### src/rtl/div_restoring.sv
// div_restoring
// Sequential signed 32-bit divider using restoring shift-subtract, one
// quotient bit per clock. Writes the quotient to Lo and the remainder to Hi
// (quotient truncates toward zero, remainder takes the dividend's sign).
//
// Ports:
//   clock     in   rising-edge clock
//   DivReset  in   synchronous active-high reset
//   DivCtrl   in   start pulse; A and B sampled on the same edge
//   A         in   dividend (two's complement)
//   B         in   divisor (two's complement)
//   Hi        out  remainder (registered)
//   Lo        out  quotient (registered)
//   DivDone   out  one-cycle pulse when Hi/Lo update or DivZero rises
//   DivZero   out  sticky divide-by-zero flag, cleared by next start/reset
//   DivBusy   out  high while a division is in progress
`timescale 1ns/1ps
module div_restoring (
   input  logic        clock,
   input  logic        DivReset,
   input  logic        DivCtrl,
   input  logic [31:0] A,
   input  logic [31:0] B,
   output logic [31:0] Hi,
   output logic [31:0] Lo,
   output logic        DivDone,
   output logic        DivZero,
   output logic        DivBusy
);

   typedef enum logic [1:0] {
      IDLE = 2'd0,
      RUN  = 2'd1,
      FIX  = 2'd2
   } state_t;

   state_t      state_r;
   logic [32:0] rem_r;     // partial remainder R
   logic [31:0] quo_r;     // dividend shifting out / quotient shifting in
   logic [31:0] dvs_r;     // divisor magnitude D
   logic [5:0]  cnt_r;     // iteration counter
   logic        sq_r;      // quotient sign
   logic        sr_r;      // remainder sign (sign of dividend)

   logic [33:0] shifted_s;
   logic [33:0] trial_s;

   // Unsigned magnitude; the most negative value maps to 0x80000000.
   function automatic logic [31:0] mag(input logic [31:0] x);
      mag = x[31] ? (32'd0 - x) : x;
   endfunction

   // Shift {R,Q} left by one and form the trial subtraction. R < D <= 2^31
   // always holds, so the top bit of the shifted value stays zero and a
   // borrow shows up in trial_s[33].
   always_comb begin
      shifted_s = {rem_r, quo_r[31]};
      trial_s   = shifted_s - {2'b00, dvs_r};
   end

   // Control FSM, datapath registers and registered outputs.
   always_ff @(posedge clock) begin
      if (DivReset) begin
         state_r <= IDLE;
         rem_r   <= 33'd0;
         quo_r   <= 32'd0;
         dvs_r   <= 32'd0;
         cnt_r   <= 6'd0;
         sq_r    <= 1'b0;
         sr_r    <= 1'b0;
         Hi      <= 32'd0;
         Lo      <= 32'd0;
         DivDone <= 1'b0;
         DivZero <= 1'b0;
         DivBusy <= 1'b0;
      end else if (DivCtrl) begin
         // A start from any state aborts whatever was running.
         if (B == 32'd0) begin
            DivZero <= 1'b1;
            DivDone <= 1'b1;
            DivBusy <= 1'b0;
            state_r <= IDLE;
         end else begin
            quo_r   <= mag(A);
            dvs_r   <= mag(B);
            rem_r   <= 33'd0;
            cnt_r   <= 6'd0;
            sq_r    <= A[31] ^ B[31];
            sr_r    <= A[31];
            DivZero <= 1'b0;
            DivDone <= 1'b0;
            DivBusy <= 1'b1;
            state_r <= RUN;
         end
      end else begin
         DivDone <= 1'b0;
         case (state_r)
            IDLE: begin
               DivBusy <= 1'b0;
            end
            RUN: begin
               if (trial_s[33] == 1'b0) begin
                  rem_r <= trial_s[32:0];
                  quo_r <= {quo_r[30:0], 1'b1};
               end else begin
                  rem_r <= shifted_s[32:0];
                  quo_r <= {quo_r[30:0], 1'b0};
               end
               cnt_r <= cnt_r + 6'd1;
               if (cnt_r == 6'd31) begin
                  state_r <= FIX;
               end else begin
                  state_r <= RUN;
               end
            end
            FIX: begin
               Lo      <= sq_r ? (32'd0 - quo_r) : quo_r;
               Hi      <= sr_r ? (32'd0 - rem_r[31:0]) : rem_r[31:0];
               DivDone <= 1'b1;
               DivBusy <= 1'b0;
               state_r <= IDLE;
            end
            default: begin
               DivBusy <= 1'b0;
               state_r <= IDLE;
            end
         endcase
      end
   end

endmodule

### config.mk
export PLATFORM = sky130hd
export DESIGN_NAME = div_restoring
export DESIGN_NICKNAME = d
export VERILOG_FILES = /design/src/rtl/div_restoring.sv
export SDC_FILE = /design/constraint.sdc
export NUM_CORES = 1
export LEC_CHECK = 0
export BUFFER_PORTS_ARGS = -buffer_cell sky130_fd_sc_hd__buf_2
export CORE_MARGIN = 2
export CORE_UTILIZATION = 55
export CTS_BUF_LIST = sky130_fd_sc_hd__clkbuf_16
export DETAILED_ROUTE_END_ITERATION = 8
export PLACE_DENSITY_LB_ADDON = 0.1
export SYNTH_ARGS = -nofsm -noshare
export SYNTH_HDL_FRONTEND = slang
export SYNTH_SLANG_ARGS = --single-unit
### constraint.sdc
create_clock -name clock -period 3 [get_ports clock]
set_input_delay 0.15 -clock clock [delete_from_list [all_inputs] [get_ports clock]]
set_output_delay 0.15 -clock clock [all_outputs]
set_load 0.02 [all_outputs]
==> results of run 1 <==
## worst reg2reg max path: stages, from the launching register on
cell,delay (ns)
dfxtp_1,0.34
inv_1,0.06
ha_1,0.27
nor2b_2,0.18
o2111ai_1,0.15
buf_4,0.18
a2111oi_4,0.35
nor2_1,0.10
o41a_4,0.40
xor2_2,0.17
buf_12,0.19
o21a_1,0.18
a211oi_1,0.21
## worst paths after layout
check / start / slack (ns) / endpoint / cells past startpoint
setup reg to reg: dvs_r[1] / 0.13 / quo_r[0] / 12
hold / removal: DivCtrl / 0.05 / dvs_r[31] / 3
setup / recovery: dvs_r[1] / 0.13 / quo_r[0] / 12
hold reg to reg: Lo[22] / 0.45 / Lo[22] / 2
## cell families (layout without fill, tap and decap cells)
group                      after synthesis  after routing  synth area share
and+or+nand+nor                        485            485             0.206
AOI/OAI and AO/OA                      411            411             0.261
DFF                                    174            174             0.315
xor gates and xnor gates               146            146             0.118
buffers and inverters                  143            281            0.0513
adders and majority gates               38             38            0.0437
muxes                                    5              5           0.00453
## Yosys cell counts, drive strengths merged (3+ instances only)
| cell | instances | area [sq um] |
|---|---|---|
| a21o | 12 | 90.1 |
| nand3 | 34 | 170 |
| o211ai | 17 | 128 |
| a31oi | 5 | 31.3 |
| inv | 47 | 176 |
| nor4 | 14 | 109 |
| or3 | 13 | 86.3 |
| o31ai | 37 | 293 |
| and4 | 3 | 26.3 |
| dfxtp | 174 | 3480 |
| mux2i | 5 | 50.1 |
| and2 | 5 | 31.3 |
| a221oi | 4 | 35.0 |
| clkbuf | 74 | 278 |
| nand2b | 11 | 76.3 |
| xor2 | 111 | 980 |
| nand4 | 14 | 87.6 |
| o41ai | 19 | 200 |
| a2111oi | 3 | 32.5 |
| a211oi | 94 | 706 |
| a41oi | 3 | 26.3 |
| nor2b | 6 | 37.5 |
| o21bai | 4 | 30.0 |
| a311oi | 3 | 26.3 |
| nand3b | 5 | 37.5 |
| nand2 | 135 | 507 |
| o21ai | 65 | 325 |
| nor2 | 182 | 691 |
| nor3 | 29 | 150 |
| o21a | 7 | 52.6 |
| xnor2 | 35 | 325 |
| a21oi | 86 | 434 |
| ha | 37 | 463 |
| or2 | 5 | 33.8 |
| and3 | 7 | 43.8 |
| a32oi | 31 | 272 |
| buf | 21 | 109 |
| or4 | 13 | 105 |
## routing by layer
layer / part of all wire / global-route usage / vias to the layer above
li1: - / - / 5348
met1: 0.48 / 0.412 / 4969
met2: 0.44 / 0.459 / 321
met3: 0.054 / 0.0351 / 61
met4: 0.026 / 0.0966 / 0
met5: 0 / 0 / -
## cells in the final DEF, fill, tap and decap left out, drive strengths merged, types with 6 or more instances in the layout
cell | netlist | routed
xor2 | 111 | 111
or4 | 13 | 13
clkbuf | 74 | 17
xnor2 | 35 | 35
o21ai | 65 | 65
buf | 21 | 202
nor4 | 14 | 14
o211ai | 17 | 17
o31ai | 37 | 37
and3 | 7 | 7
nand3 | 34 | 34
nor2b | 6 | 6
dfxtp | 174 | 174
o41ai | 19 | 19
nand4 | 14 | 14
o21a | 7 | 7
a32oi | 31 | 31
a211oi | 94 | 94
nand2 | 135 | 135
a21oi | 86 | 86
nor3 | 29 | 29
or3 | 13 | 13
inv | 47 | 53
a21o | 12 | 12
nand2b | 11 | 11
nor2 | 182 | 182
ha | 37 | 37
## sequential cells by signal (all words and copies together), names as in the netlist
| name | flops |
|---|---|
| rem_r | 33 |
| Hi | 32 |
| Lo | 32 |
| dvs_r | 32 |
| quo_r | 32 |
| cnt_r | 6 |
| state_r | 2 |
| DivBusy | 1 |
| DivDone | 1 |
| DivZero | 1 |
| sq_r | 1 |
| sr_r | 1 |
## area by class of cell
| cell class | count | area share |
|---|---|---|
| multi-input combinational | 1085 | 0.548 |
| sequential | 174 | 0.271 |
| timing repair buffer | 202 | 0.0961 |
| clock buffer | 17 | 0.0331 |
| tap | 265 | 0.0258 |
| inverter | 48 | 0.0140 |
| clock inverter | 14 | 0.0124 |
## what timing repair did
item | CTS | global route
resized for setup | 0 | 9
hold buffers | 0 | 0
setup endpoints to repair | 0 | 34
## power breakdown
group          switching, mW  total [mW]  internal (mW)
Sequential            0.0784        2.46           2.38
Combinational          0.598       0.981          0.383
Clock                   1.02        2.26           1.24
Total                   1.69        5.70           4.00
## stage by stage
stage	std cells	setup WS [ns]
6_report	1805	0.131
5_1_grt	1805	-0.0539
4_1_cts	1805	0.0482
3_5_place_dp	1774	0.0588
3_3_place_gp	1774	0.0569
2_1_floorplan	1402	0.241
==> summary.md, run 1 <==
| Metric | Value |
|---|---|
| Leakage | 5.36 nW |
| Core area | 19,600 sq um |
| Number of global-route vias before repair | 9,806 |
| Wire per inst | 17.3 um |
| CP Buf/Inv Count | 3 |
| Post-DR vias/cell | 5.93 |
| Worst Setup End Kind | register |
| Inserted Diodes | 0 |
| Final wirelength | 31,200 um |
| Area post-placement | 12,200 sq um |
| Post-CTS Setup Repair Bufs | 0 |
| Antenna viol nets, final | 0 |
| Clock Tree Root | clkbuf_16 |
| RSZ-0062 raised after global routing | true |
| DRC viols | 0 |
| Synth warnings | 0 |
| WP data required | 3.34 ns |
| Fillers | 1,773 |
| Max Buffers Root-to-Sink | 2 |
| Num CTS Buffers | 17 |
| Overall power | 5.70 mW |
| Pwr dens | 443 nW/um^2 |
| I/O Pins | 134 |
| CTS tree | built |
| Share of post-route cells with drive strength above 1 | 0.173 |
| Crit path max fanout | 34 |
| Tcrit/Tclk final | 0.956 |
| Max Slew Vio Count | 0 |
| Worst vdd ir | 0.000413 V |
| H-tree depth | 4 |
| Area of the multi-input gates | 7050 sq um |
| Clock period minus worst slack | 2.87 ns |
| Layout Skew | 0.00953 ns |
| Delay-heaviest family, CP | compound AO/OA/AOI/OAI gates |
| Clock latency on the worst-skew pair | 0.43 ns |
| Status | finished, final reports clean |
| Setup CP Type | register to register |
| Yosys cell types | 82 |
| Reg clk slew, reported paths | 0.07 ns |
| Post-layout util | 0.657 |
| Fin Setup TNS | 0 ns |
| Initial antenna violation count | 0 |
| Largest net degree at the start of global routing | 91 |
| Router iterations before antenna repair | 5 |
| Ys async rst share | 0 |
| Global-route wire length before repair | 50,700 um |
| Mapped Area | 11,000 sq um |
| GPL Wtd Cong | 0.932 |
| Crit start category | register |
| Clock sink count | 174 |
| Top_reg_cell synth | dfxtp_1 |
| EDFF count, synth | 0 |
| Final Setup Violations | 0 |
| Final Hold Fails | 0 |
| Post-DP HPWL | 23,300 um |
| Hold_ws | 0.0500 ns |
| Die height | 146 um |
| Mapped Nets | 1,507 |
| # rows | 51 |
| Worst-Margin Slew | 0.799 ns |
| Total grt overflow | 0 |
| All-layer global routing usage | 0.290 |
| Mapped Cells | 1,402 |
| Slew HR | 0.468 |
| Max frequency | 349 MHz |
| Layout net count | 1,633 |
| Worst-path cell chain | inv_1 > ha_1 > nor2b_2 > o2111ai_1 > buf_4 > a2111oi_4 > nor2_1 > o41a_4 > xor2_2 > buf_12 > o21a_1 > a211oi_1 |
| #FFs+latches synth | 174 |
| Max stage delay on crit path | 0.40 ns |
| Crit path max-delay cell type | o41a_4 |
| Port Buffers | 133 |
| Die area | 21,200 sq um |
| Final instance area | 12,900 sq um |
| Seq/Total Area, Yosys | 0.315 |
| Vias | 10,700 |
| HP Class | primary input to register |
| DRT iter0 DRCs | 734 |
| Max_cap viols | 0 |
| P&R area growth vs syn | 16.5% |
| Mapped Avg Cell Area | 7.88 sq um |
| Worst Path Arrival | 3.21 ns |
| Chip Width | 146 um |
| Initial Utilization | 0.564 |
| Flip-flop and latch area | 3480 sq um |
(Power assumes the default switching activity.)
==> inputs of run 2 (changes only) <==
Settings changed: CORE_UTILIZATION 55 to 30.
==> run 2 against run 1 <==
Effect of this change:
- clock skew decreased by 0.0015 ns
- non-clock buffer count increased by 12
- via count decreased by 1.0%
- hold slack improved by 0.0095 ns
- final cell count is 12% higher
- critical path type unchanged
- largest cell class unchanged
==> summary.md, run 2 (same netlist as run 1, synthesis figures left out) <==
| Metric | Value |
|---|---|
| Slew HR | 0.462 (was 0.468) |
| Most frequent cells in the layout | nor2_1 (180), dfxtp_1 (174), nand2_1 (134) (was nor2_1 (180), dfxtp_1 (174), nand2_1 (135)) |
| Post-layout util | 0.364 (was 0.657) |
| Crit path max fanout | 22 (was 34) |
| Final wirelength | 37,000 um (was 31,200 um) |
| Max frequency | 352 MHz (was 349 MHz) |
| WP data required | 3.36 ns (was 3.34 ns) |
| Port Buffers | 133 (unchanged) |
| Final Hold Fails | 0 (unchanged) |
| CTS tree | built (unchanged) |
| Hold_buf cts | 0 (unchanged) |
| Worst Setup SP | dvs_r[9] (was dvs_r[1]) |
| Overall power | 5.80 mW (was 5.70 mW) |
| DRT iter0 DRCs | 753 (was 734) |
| Largest register by flop count | rem_r (unchanged) |
| Wire per inst | 18.3 um (was 17.3 um) |
| Final Setup Violations | 0 (unchanged) |
| Initial antenna violation count | 0 (unchanged) |
| All-layer global routing usage | 0.195 (was 0.290) |
| Antenna viol nets, final | 0 (unchanged) |
| P&R area growth vs syn | 20.1% (was 16.5%) |
| Clock latency on the worst-skew pair | 0.44 ns (was 0.43 ns) |
| Router iterations before antenna repair | 5 (unchanged) |
| Status | finished, final reports clean (unchanged) |
| HP Class | primary input to register (unchanged) |
| Worst-Margin Slew | 0.808 ns (was 0.799 ns) |
| Clock sink count | 174 (unchanged) |
| Crit start category | register (unchanged) |
| Clock period minus worst slack | 2.84 ns (was 2.87 ns) |
| Pwr dens | 437 nW/um^2 (was 443 nW/um^2) |
| Die height | 196 um (was 146 um) |
| Area post-placement | 12,600 sq um (was 12,200 sq um) |
| Leakage | 5.43 nW (was 5.36 nW) |
| Post-route non-filler standard cell count | 2,021 (was 1,805) |
| Worst vdd ir | 0.000419 V (was 0.000413 V) |
| Tcrit/Tclk final | 0.946 (was 0.956) |
| RSZ-0062 raised after global routing | false (was true) |
| WL met1 | 18,700 um (was 14,800 um) |
| Inserted Diodes | 0 (unchanged) |
| Initial Utilization | 0.303 (was 0.564) |
| Max Buffers Root-to-Sink | 2 (unchanged) |
| Post-DR vias/cell | 5.24 (was 5.93) |
| R2r setup slk | 0.16 ns (was 0.13 ns) |
| Final instance area | 13,300 sq um (was 12,900 sq um) |
| Layout Skew | 0.00804 ns (was 0.00953 ns) |
| Clock Tree Root | clkbuf_16 (unchanged) |
| GPL Wtd Cong | 0.828 (was 0.932) |
| DRC viols | 0 (unchanged) |
| WL met3 | 1370 um (was 1690 um) |
| # placed instances | 1,989 (was 1,774) |
| H-tree depth | 4 (unchanged) |
| Largest net degree at the start of global routing | 107 (was 91) |
| Layout net count | 1,645 (was 1,633) |
| Total grt overflow | 0 (unchanged) |
| Core area | 36,400 sq um (was 19,600 sq um) |
| Hold Crit Start | B[0] (was DivCtrl) |
| Worst Path Arrival | 3.19 ns (was 3.21 ns) |
| Number of global-route vias before repair | 9,958 (was 9,806) |
| # rows | 70 (was 51) |
| Met2 WL | 16,400 um (was 13,800 um) |
| Reg clk slew, reported paths | 0.07 ns (about the same) |
| Global-route wire length before repair | 58,400 um (was 50,700 um) |
| FF-to-FF Start | dvs_r[9] (was dvs_r[1]) |
| Chip Width | 196 um (was 146 um) |
| Max_cap viols | 0 (unchanged) |
| Setup CP Type | register to register (unchanged) |
| Num CTS Buffers | 17 (unchanged) |
| Hold_ws | 0.0595 ns (was 0.0500 ns) |
| Worst Setup End Kind | register (unchanged) |
| Die area | 38,400 sq um (was 21,200 sq um) |
| Max Slew Vio Count | 0 (unchanged) |
| Vias | 10,600 (was 10,700) |
| Most common cell after layout, fill and taps aside | nor2_1 (unchanged) |
| Post-DP HPWL | 28,600 um (was 23,300 um) |
| Max FFs per register | 33 (unchanged) |
| Share of post-route cells with drive strength above 1 | 0.183 (was 0.173) |
| Top Metal Used | met4 (unchanged) |
| I/O Pins | 134 (unchanged) |
==> run 2: cell count changes in the layout (fill, tap and decap cells not counted), moves of 2 or more <==
cell / before / now
clkinv_4: 3 / 0
a2111oi_1: 2 / 0
buf_4: 66 / 77
o31ai_2: 4 / 2
clkinv_2: 0 / 3
inv_8: 3 / 1
==> run 2: worst max-delay path, cell delays in order, from the launching register on <==
cell and delay [ns]:
dfxtp_1 0.33, inv_1 0.06, ha_1 0.38, nand2_1 0.13, or3_1 0.38, a2111oi_4 0.23, nor2_1 0.11, o41a_4 0.41
xor2_2 0.18, buf_12 0.18, o21a_1 0.17, a211oi_1 0.19
==> run 2: layout make-up <==
cell class / count / area (sq um)
clock buffers: 17 / 425
clock inverters: 15 / 169
fillers: 3863 / 23200
inverters: 48 / 180
multi-input cells: 1085 / 7090
flip-flops and latches: 174 / 3480
well taps: 468 / 586
repair buffers: 214 / 1340
==> run 2: power by group <==
group / leakage (nW) / switching (mW) / internal (mW)
Combinational: 3.72 / 0.632 / 0.387
Sequential: 1.42 / 0.0806 / 2.38
Clock: 0.292 / 1.01 / 1.31
==> run 2: per-layer routing <==
metal / vias to the layer above / GRT usage
met4: 0 / 0.0463
met2: 200 / 0.307
met5: - / 0
met3: 31 / 0.0325
li1: 5372 / -
met1: 4986 / 0.276
==> run 2: through the flow <==
| stage | setup TNS [ns] | worst slack (ns) |
|---|---|---|
| 2_1_floorplan | 0 | 0.241 |
| 3_3_place_gp | -0.000624 | -0.000624 |
| 3_5_place_dp | 0 | 0.0201 |
| 4_1_cts | 0 | 0.0525 |
| 5_1_grt | 0 | 0.0115 |
| 6_report | 0 | 0.162 |
==> run 2: worst paths after layout <==
check | to | depth (start not counted)
max | quo_r[0] | 11
min | dvs_r[0] | 3
max reg2reg | quo_r[0] | 11
min reg2reg | Lo[0] | 2
==> run 2: repair_timing <==
action                     4_1_cts  5_1_grt
buffers inserted                 0        0
setup endpoints to repair        0       36
gates resized for setup          0       14
==> inputs of run 3 (changes only) <==
Settings changed: CELL_PAD_IN_SITES_DETAIL_PLACEMENT from default to 0, CELL_PAD_IN_SITES_GLOBAL_PLACEMENT from default to 1, CTS_CLUSTER_SIZE from default to 10.
==> run 3 against run 2 <==
Effect of this change:
- sequential power about the same
- non-clock buffer count increased by 12
- global-route usage shrank 0.88 points
- register-to-register slack barely moved
- via count is 1.1% lower
- largest power group unchanged
- critical path depth unchanged
- hold slack got worse by 0.039 ns
- final cell count increased by 0.59%
- combinational power barely moved
==> summary.md, run 3 (same netlist as run 1, synthesis figures left out) <==
| Metric | Value |
|---|---|
| Worst Path Arrival | 3.18 ns (was 3.19 ns) |
| Initial Utilization | 0.303 (unchanged) |
| Post-DR vias/cell | 5.15 (was 5.24) |
| Share of post-route cells with drive strength above 1 | 0.188 (was 0.183) |
| Worst Setup SP | dvs_r[16] (was dvs_r[9]) |
| Layout net count | 1,657 (was 1,645) |
| Hold Crit Start | B[0] (unchanged) |
| Max FFs per register | 33 (unchanged) |
| Largest net degree at the start of global routing | 74 (was 107) |
| Crit path max fanout | 6 (was 22) |
| I/O Pins | 134 (unchanged) |
| Num CTS Buffers | 17 (unchanged) |
| Core area | 36,400 sq um (unchanged) |
| H-tree depth | 4 (unchanged) |
| Die height | 196 um (unchanged) |
| Status | finished, final reports clean (unchanged) |
| Final Hold Fails | 0 (unchanged) |
| Hold_ws | 0.0201 ns (was 0.0595 ns) |
| Pre-CTS WS | 0.00281 ns (was 0.0201 ns) |
| All-layer global routing usage | 0.186 (was 0.195) |
| HP Class | primary input to register (unchanged) |
| Total grt overflow | 0 (unchanged) |
| P&R area growth vs syn | 20.8% (was 20.1%) |
| Post-DP HPWL | 26,700 um (was 28,600 um) |
| Reg clk slew, reported paths | 0.07 ns (about the same) |
| Most common cell after layout, fill and taps aside | nor2_1 (unchanged) |
| Clock Tree Root | clkbuf_16 (unchanged) |
| Die area | 38,400 sq um (unchanged) |
| Worst-path cell chain | inv_1 > ha_1 > nand4_1 > or3_4 > a2111oi_4 > nor2_1 > o41a_4 > xor2_4 > clkbuf_4 > a32oi_1 > o21ai_1 (was inv_1 > ha_1 > nand2_1 > or3_1 > a2111oi_4 > nor2_1 > o41a_4 > xor2_2 > buf_12 > o21a_1 > a211oi_1) |
| Most frequent cells in the layout | nor2_1 (180), dfxtp_1 (174), nand2_1 (135) (was nor2_1 (180), dfxtp_1 (174), nand2_1 (134)) |
| Pwr dens | 422 nW/um^2 (was 437 nW/um^2) |
| Worst vdd ir | 0.000394 V (was 0.000419 V) |
| GPL Wtd Cong | 0.823 (was 0.828) |
| Port Buffers | 133 (unchanged) |
| Slew HR | 0.413 (was 0.462) |
| Crit start category | register (unchanged) |
| Max frequency | 351 MHz (was 352 MHz) |
| DRC viols | 0 (unchanged) |
| Worst Setup End Kind | register (unchanged) |
| Vias | 10,500 (was 10,600) |
| Tcrit/Tclk final | 0.949 (was 0.946) |
| Global-route wire length before repair | 56,400 um (was 58,400 um) |
| Clock sink count | 174 (unchanged) |
| Largest register by flop count | rem_r (unchanged) |
| Clock latency on the worst-skew pair | 0.45 ns (was 0.44 ns) |
| Antenna viol nets, final | 0 (unchanged) |
| FF-to-FF Start | dvs_r[16] (was dvs_r[9]) |
| Final Setup Violations | 0 (unchanged) |
| CTS tree | built (unchanged) |
| Hold Crit Depth | 3 (unchanged) |
| Initial antenna violation count | 2 (was 0) |
| Wire per inst | 17.5 um (was 18.3 um) |
| Inserted Diodes | 0 (unchanged) |
| Worst-Margin Slew | 0.881 ns (was 0.808 ns) |
| Max_cap viols | 0 (unchanged) |
| Max Buffers Root-to-Sink | 2 (unchanged) |
| Max stage delay on crit path | 0.42 ns (was 0.41 ns) |
| Setup CP Type | register to register (unchanged) |
| Hold_buf cts | 0 (unchanged) |
| Router iterations before antenna repair | 5 (unchanged) |
| PnR worst setup slack | 0.154 ns (was 0.162 ns) |
| WP data required | 3.33 ns (was 3.36 ns) |
| Reg2Reg Depth | 11 (unchanged) |
| DRT iter0 DRCs | 565 (was 753) |
| Number of global-route vias before repair | 10,100 (was 9,958) |
| Clock period minus worst slack | 2.85 ns (was 2.84 ns) |
| Crit path max-delay cell type | or3_4 (was o41a_4) |
| Post-CTS Setup Repair Bufs | 0 (unchanged) |
| # rows | 70 (unchanged) |
| Max Slew Vio Count | 0 (unchanged) |
| Final wirelength | 35,600 um (was 37,000 um) |
| Chip Width | 196 um (unchanged) |
| Layout Skew | 0.00794 ns (was 0.00804 ns) |
| Leakage | 5.47 nW (was 5.43 nW) |
run 3: repair_timing:
item	in CTS	in global routing
gates cloned	0	1
pin swaps	1	1
endpoints found under the setup margin	2	13
gates resized for setup	2	17
run 3: path summary, 6_finish.rpt:
kind | slack (ns) | endpoint
setup / recovery | 0.15 | rem_r[31]
hold / removal | 0.02 | dvs_r[0]
setup reg to reg | 0.15 | rem_r[31]
hold reg to reg | 0.45 | Lo[12]
run 3: cell type report:
class | count | area (sq um)
fillers | 3933 | 23100
multi-input cells | 1085 | 7110
flip-flops and latches | 174 | 3480
repair buffers | 226 | 1430
well taps | 468 | 586
clock buffers | 17 | 425
inverters | 48 | 180
clock inverters | 15 | 123
run 3: through the flow:
| step | util | cells | power (mW) | area, sq um | TNS, ns |
|---|---|---|---|---|---|
| after CTS | 0.364 | 2032 | 5.70 | 13200 | 0 |
| after detailed placement | 0.348 | 2000 | 3.49 | 12700 | 0 |
| after global placement | 0.348 | 2000 | 3.49 | 12700 | -0.0979 |
| after global routing | 0.366 | 2033 | 5.93 | 13300 | -0.00624 |
| final | 0.366 | 2033 | 5.63 | 13300 | 0 |
| after floorplan | - | 1402 | 3.15 | 11000 | 0 |
run 3: worst max-delay path, delay by kind of cell, from the launching register on:
family          cells  cell delay [ns]
xor+xnor            1             0.19
flops               1             0.33
compound gates      4             0.99
simple gates        3             0.66
fa+ha+maj           1             0.29
buf+inv             2             0.26
run 3: report_power, final:
| group | switching [mW] | internal, mW | total, mW |
|---|---|---|---|
| Sequential | 0.0790 | 2.38 | 2.46 |
| Combinational | 0.600 | 0.397 | 0.997 |
| Clock | 1.04 | 1.14 | 2.18 |
run 3: per-layer routing:
layer | track usage | vias to the layer above | routed length [um]
met5 | 0 | - | 30
met4 | 0.0382 | 4 | 340
met3 | 0.0358 | 28 | 1070
met2 | 0.319 | 163 | 17500
met1 | 0.242 | 4876 | 16700
li1 | - | 5399 | -
